File: config.mk
export PLATFORM = sky130hd
export DESIGN_NAME = uart_rx_buffer
export DESIGN_NICKNAME = d
export VERILOG_FILES = /design/src/rtl/uart_pkg.sv /design/src/rtl/uart_rx_tocnt.sv /design/src/rtl/uart_rx_buffer.sv
export SDC_FILE = /design/constraint.sdc
export NUM_CORES = 1
export LEC_CHECK = 0
export CORE_MARGIN = 8
export CORE_UTILIZATION = 50
export DETAILED_ROUTE_END_ITERATION = 10
export DONT_BUFFER_PORTS = 1
export PLACE_DENSITY = 0.68
export SLEW_MARGIN = 20
export SYNTH_ARGS = -nofsm -noshare
export SYNTH_HDL_FRONTEND = slang
export SYNTH_SLANG_ARGS = --single-unit
File: constraint.sdc
create_clock -name clk -period 3.2 [get_ports clk]
set_input_delay 0.32 -clock clk [delete_from_list [all_inputs] [get_ports clk]]
set_output_delay 0.32 -clock clk [all_outputs]
set_load 0.03 [all_outputs]
File: src/rtl/uart_pkg.sv
// uart_pkg: shared types, LSR bit positions and trigger decode for the UART RX path.
//   rx_entry_t  : one stored character with its error flags
//   rx_trig_t   : trig_sel encoding
//   trig_level  : trigger threshold for a given FIFO depth
package uart_pkg;

    localparam int UART_DW = 8;

    typedef struct packed {
        logic [UART_DW-1:0] data;
        logic               pe;
        logic               fe;
        logic               bi;
    } rx_entry_t;

    typedef enum logic [1:0] {
        TRIG_ONE  = 2'b00,
        TRIG_QTR  = 2'b01,
        TRIG_HALF = 2'b10,
        TRIG_NEAR = 2'b11
    } rx_trig_t;

    localparam int LSR_DR      = 0;
    localparam int LSR_OE      = 1;
    localparam int LSR_PE      = 2;
    localparam int LSR_FE      = 3;
    localparam int LSR_BI      = 4;
    localparam int LSR_FIFOERR = 7;

    function automatic int trig_level(input rx_trig_t t, input int depth);
        return (t == TRIG_ONE)  ? 1 :
               (t == TRIG_QTR)  ? depth / 4 :
               (t == TRIG_HALF) ? depth / 2 : depth - 2;
    endfunction

endpackage

File: src/rtl/uart_rx_tocnt.sv
// uart_rx_tocnt: character-timeout counter with sticky fire output.
//   clk, rst : clock, synchronous active-high reset
//   i_clr    : clears the count and the fire flag
//   i_tick   : baud oversample tick, advances the count
//   o_fire   : set on the tick that reaches TIMEOUT_TICKS, held until i_clr
module uart_rx_tocnt #(
    parameter int TIMEOUT_TICKS = 640
) (
    input  logic clk,
    input  logic rst,
    input  logic i_clr,
    input  logic i_tick,
    output logic o_fire
);

    localparam int TW = $clog2(TIMEOUT_TICKS + 1);
    localparam logic [TW-1:0] TMAX = TW'(TIMEOUT_TICKS);

    logic [TW-1:0] r_cnt;
    logic          r_fire;

    // Saturates at TMAX so fire is raised exactly once per idle period.
    always_ff @(posedge clk) begin
        if (rst || i_clr) begin
            r_cnt  <= '0;
            r_fire <= 1'b0;
        end else if (i_tick && r_cnt != TMAX) begin
            r_cnt <= r_cnt + TW'(1);
            if (r_cnt == TMAX - TW'(1)) r_fire <= 1'b1;
        end
    end

    assign o_fire = r_fire;

endmodule

File: src/rtl/uart_rx_buffer.sv
// uart_rx_buffer: 16550-style RX FIFO with per-character error flags, LSR and RX interrupts.
//   clk, rst            : clock, synchronous active-high reset
//   baud_pulse          : oversample tick for the character timeout
//   fifo_en, flush      : FIFO/16450 mode select, RX FIFO reset pulse
//   trig_sel            : rda trigger level select
//   push, din, *_in     : character and error flags from the deserialiser
//   pop, lsr_rd         : RBR and LSR read strobes
//   dout, count, lsr    : head character, occupancy, line status
//   rda_irq, cti_irq    : data-available and character-timeout interrupts
module uart_rx_buffer
    import uart_pkg::*;
#(
    parameter int DEPTH         = 16,
    parameter int DW            = 8,
    parameter int TIMEOUT_TICKS = 640
) (
    input  logic                       clk,
    input  logic                       rst,
    input  logic                       baud_pulse,
    input  logic                       fifo_en,
    input  logic                       flush,
    input  logic [1:0]                 trig_sel,
    input  logic                       push,
    input  logic [DW-1:0]              din,
    input  logic                       pe_in,
    input  logic                       fe_in,
    input  logic                       bi_in,
    input  logic                       pop,
    input  logic                       lsr_rd,
    output logic [DW-1:0]              dout,
    output logic [$clog2(DEPTH+1)-1:0] count,
    output logic [7:0]                 lsr,
    output logic                       rda_irq,
    output logic                       cti_irq
);

    localparam int AW = $clog2(DEPTH);
    localparam int CW = $clog2(DEPTH + 1);

    typedef struct packed {
        logic [DW-1:0] data;
        logic          pe;
        logic          fe;
        logic          bi;
    } entry_t;

    entry_t        r_mem [DEPTH];
    logic [AW-1:0] r_wr, r_rd;
    logic [CW-1:0] r_cnt, r_err;
    logic          r_oe, r_fen;
    rx_trig_t      r_trig;

    entry_t        w_head, w_in;
    logic [CW-1:0] w_trig;
    logic          w_flush, w_empty, w_full, w_do_push, w_do_pop, w_ovwr, w_oe_set;

    assign w_head  = r_mem[r_rd];
    assign w_in    = '{data: din, pe: pe_in, fe: fe_in, bi: bi_in};
    // A mode change flushes in the cycle the new fifo_en is first seen.
    assign w_flush = flush || (fifo_en != r_fen);
    assign w_empty = (r_cnt == '0);
    assign w_full  = r_fen ? (r_cnt == CW'(DEPTH)) : !w_empty;

    // A pop frees a slot in the same cycle, so push+pop while full is not an overrun.
    assign w_do_pop  = !w_flush && pop && !w_empty;
    assign w_do_push = !w_flush && push && (!w_full || w_do_pop);
    assign w_ovwr    = !w_flush && push && w_full && !w_do_pop && !r_fen;
    assign w_oe_set  = !w_flush && push && w_full && !w_do_pop;

    always_ff @(posedge clk) begin
        if (w_do_push) r_mem[r_wr] <= w_in;
        if (w_ovwr)    r_mem[r_rd] <= w_in;
    end

    always_ff @(posedge clk) begin
        if (rst) begin
            r_wr   <= '0;
            r_rd   <= '0;
            r_cnt  <= '0;
            r_err  <= '0;
            r_oe   <= 1'b0;
            r_fen  <= fifo_en;
            r_trig <= rx_trig_t'(trig_sel);
        end else begin
            r_fen  <= fifo_en;
            r_trig <= rx_trig_t'(trig_sel);
            r_oe   <= w_oe_set ? 1'b1 : (lsr_rd ? 1'b0 : r_oe);
            if (w_flush) begin
                r_wr  <= '0;
                r_rd  <= '0;
                r_cnt <= '0;
                r_err <= '0;
            end else begin
                if (w_do_push) r_wr <= r_wr + AW'(1);
                if (w_do_pop)  r_rd <= r_rd + AW'(1);
                r_cnt <= r_cnt + CW'(w_do_push && !w_do_pop) - CW'(w_do_pop && !w_do_push);
                // An overwrite both removes the old head's flag and adds the new one.
                r_err <= r_err + CW'((w_do_push || w_ovwr) && (pe_in || fe_in || bi_in))
                               - CW'((w_do_pop || w_ovwr) && (w_head.pe || w_head.fe || w_head.bi));
            end
        end
    end

    assign w_trig  = r_fen ? CW'(trig_level(r_trig, DEPTH)) : CW'(1);
    assign count   = r_cnt;
    assign dout    = w_empty ? '0 : w_head.data;
    assign rda_irq = (r_cnt >= w_trig);

    always_comb begin
        lsr              = 8'h00;
        lsr[LSR_DR]      = !w_empty;
        lsr[LSR_OE]      = r_oe;
        lsr[LSR_PE]      = !w_empty && w_head.pe;
        lsr[LSR_FE]      = !w_empty && w_head.fe;
        lsr[LSR_BI]      = !w_empty && w_head.bi;
        lsr[LSR_FIFOERR] = (r_err != '0);
    end

    uart_rx_tocnt #(.TIMEOUT_TICKS(TIMEOUT_TICKS)) u_tocnt (
        .clk    (clk),
        .rst    (rst),
        .i_clr  (push || pop || w_flush || w_empty || !r_fen),
        .i_tick (baud_pulse),
        .o_fire (cti_irq)
    );

endmodule
==> metrics.txt <==
Worst Path Arrival=between 3 and 4 ns; Async SR Flop Fraction=0%; Overall Global Routing Usage=between 15 and 20%; crit path setup slack, layout=-0.04140 ns; cells after synthesis=515; top cells by count, synth=edfxtp_1, mux4_2, dfxtp_1, nor2_1, inv_1; RSZ-0062 raised after global routing=yes; period utilisation layout=101.3%; Filler cells=approximately 1400; Slew headroom=a little over 50%; routed via count=4865; crit path max-delay cell type=mux4_2; number of H-tree levels=1; dpl cells=766; area of the core=between 15000 and 20000 um2; ys flop type=edfxtp_1; Synth top area share=59.34%; main combinational cell family by area after synthesis=multiplexers; gr ovfl total=0; CTS tree=built; Hold Path End=u_tocnt.r_cnt[2]; fin cells=825; routed len/inst=~23 um; post-DP HPWL=between 10 and 15 mm; initial DRC count=approximately 400; CTS Sinks=between 200 and 250; CP Launch Type=flop; multiplexer share of the synthesized area=13.71%; Least-Margin Pin Slew=between 0.7 and 0.8 ns; GP Congestion=around 0.8; EDFF count, synth=176; routed vias/inst=between 5 and 6; PD cells=roughly 550 nW/um2; xor-xnor portion of the synthesized cell area=under 10%; Post-Synth Simple-Gate Area=around 6.6%; largest net degree at the start of global routing=21; Crit Path Max Fanout=6; sequential cell area=6031 um2; worst-path cell chain=mux4_2 -> mux4_2 -> and3b_1 -> a22oi_2 -> ha_1 -> inv_1 -> ha_2 -> inv_2 -> fa_2 -> nand2b_4 -> a21oi_4 -> o21ai_1 -> nor3b_1; min-delay worst type=input port to flop; vias in the first global route=5056; r2r worst-path depth=13; Crit. End Element=flop; failing checks=negative setup slack; met1 usage in global routing=between 20% and 30%; synthesized area per cell=approximately 17 um2; worst hold start=baud_pulse; Setup Skew=around 0.014 ns; area grow syn2layout=16.21%; Adder-Cell Fraction of Synth Area=3.119%; most numerous cell in the Yosys netlist=edfxtp_1; Critical Path Max Stage Delay=roughly 0.52 ns; synthesis-stage register bit count=between 200 and 250; register area share after synthesis=67.66%; global route hottest layer=met2; Cell Rows=49; starting density of the core=between 50% and 60%; DRC errors left=0; clock buffer depth=3; Worst-Skew Late Latency=roughly 0.52 ns; Final Net Count=between 600 and 700; cell repeated most along the worst path=mux4_2; Clock Pin Slew Worst Setup and Hold Paths=~0.060 ns; Hold Vio Cnt, Final=0; die width=around 150 um; CTS root buf=clkbuf_16; post-synth top area cell=edfxtp_1; layout cell share with drive strength beyond 1=around a quarter; Die ar.=22340 um2; Post-Syn Area=8906 um2; Worst Path Required=3.59 ns; cts bufs inserted=22; drt first pass iters=5; status=finished, violations left; Routed Antenna Nets=0; worst hold slack=between 0.01 and 0.015 ns; max-slew violation count=0; first-pass GRT wire length=between 20 and 30 mm; multi-input logic area=between 2000 and 3000 um2; reg2reg setup slack=-0.04 ns; YS warnings=0; kind of critical path=flop to flop; P_leak=around 3.4 nW; I/O Pins=between 40 and 50; drt total wl=between 15 and 20 mm; worst r2r dst=r_err[4]; fmax=308.5 MHz; number of max-cap violations=0; met2 usage=29.10%; Die Ht=around 150 um; Hold Path Cell Cnt=2; IO Port Bufs=0; top cells by area, synth=edfxtp_1, mux4_2, dfxtp_1; post-synthesis compound-gate area fraction=under 10%; Peak VDD IR=roughly 0.37 mV; # setup viols final=1; antenna violations before repair=1; minimum clock period=3.241 ns; met3 usage=under 10%; Cell variety after synth=52
==> final cells by class <==
cell class / instances / area share [%]
diodes: 1 / 0.02418
clock buffers: 28 / 5.730
clock inverters: 12 / 1.439
inverters: 25 / 0.9067
multi-input cells: 255 / 25.94
flip-flops and latches: 213 / 58.27
well taps: 229 / 2.768
repair buffers: 62 / 4.920
==> layout by cell type, fill, tap and decap left out, types with 3 or more instances in the layout <==
master	n
a211o_1	3
a21o_1	4
a21oi_1	12
a22oi_1	18
and2_1	10
buf_4	45
bufinv_16	3
clkbuf_1	4
clkbuf_16	22
clkinv_2	4
dfxtp_1	35
dlygate4sd3_1	16
edfxtp_1	176
ha_1	18
inv_1	24
mux4_2	51
nand2_1	9
nand2b_1	3
nand3_1	9
nand4_1	7
nand4b_1	7
nor2_1	28
nor3_1	3
nor3b_1	3
o21ai_0	7
or3_1	4
or4_1	6
xnor2_1	9
xor2_1	7
==> metal layers <==
metal	up-vias	wire, um	part of all wire, %
met3	31	1190	6.3
met2	144	9286	49
met1	2513	7951	42
li1	2177	-	-
met5	-	0	0
met4	0	423	2.2
==> worst max-delay path: cells and delay by family, from the launching register on <==
kind	cells	cell delay, ns
flops	1	0.41
compound gates	3	0.29
buf+inv	2	0.10
simple gates	3	0.54
mux	2	0.99
fa+ha+maj	3	0.79
==> what timing repair did <==
| item | 4_1_cts | 5_1_grt |
|---|---|---|
| endpoints found under the hold margin | 180 | 0 |
| hold buffers | 16 | 0 |
| endpoints found under the setup margin | 1 | 2 |
| setup buffers | 0 | 2 |
| pin swaps | 2 | 1 |
| gates resized for setup | 8 | 1 |
==> worst max path at each step <==
stage | from | to | slack (ns) | depth (start not counted)
final | flop | r_err[4] | -0.04 | 13
after floorplan | flop | r_err[4] | 0.01 | 14
after global placement | flop | r_err[4] | -0.09 | 13
after CTS | flop | r_err[4] | -0.06 | 13
after detailed placement | flop | r_err[4] | -0.19 | 14
after global routing | flop | r_err[4] | -0.19 | 13
==> kinds of logic after synthesis <==
logic type	Yosys count
mux	55
fa+ha+maj	21
other cells	1
flops	213
buf+inv	48
simple gates	102
xor+xnor	16
compound gates	59
==> sequential cells by signal, summed over array words and instances, names as in the netlist, 2 cells and up, named ones only <==
signal	cells
count	5
r_err	5
r_mem	176
r_rd	4
r_trig	2
r_wr	4
u_tocnt.r_cnt	10
==> where the power goes <==
group	switching [W]	internal, W	total (W)
clock	0.00104	0.00156	0.00259
sequential	0.00000403	0.00300	0.00301
combinational	0.0000789	0.0000443	0.000123
==> stage by stage <==
stage               setup slack [ns]  instance area (um2)  total power (W)  utilization [%]  setup TNS [ns]
detailed placement           -0.1943                 9399         0.003149            53.05         -0.1943
floorplan                    0.01144                 8926         0.003130                -               0
CTS                         -0.06126                10320         0.005760            58.27        -0.06126
global route                 -0.1923                10350         0.005884            58.40         -0.1923
global placement            -0.09067                 9399         0.003147            53.05        -0.09067
finish                      -0.04140                10350         0.005726            58.41        -0.04140
Note: power is estimated with default switching activity, not from simulation.
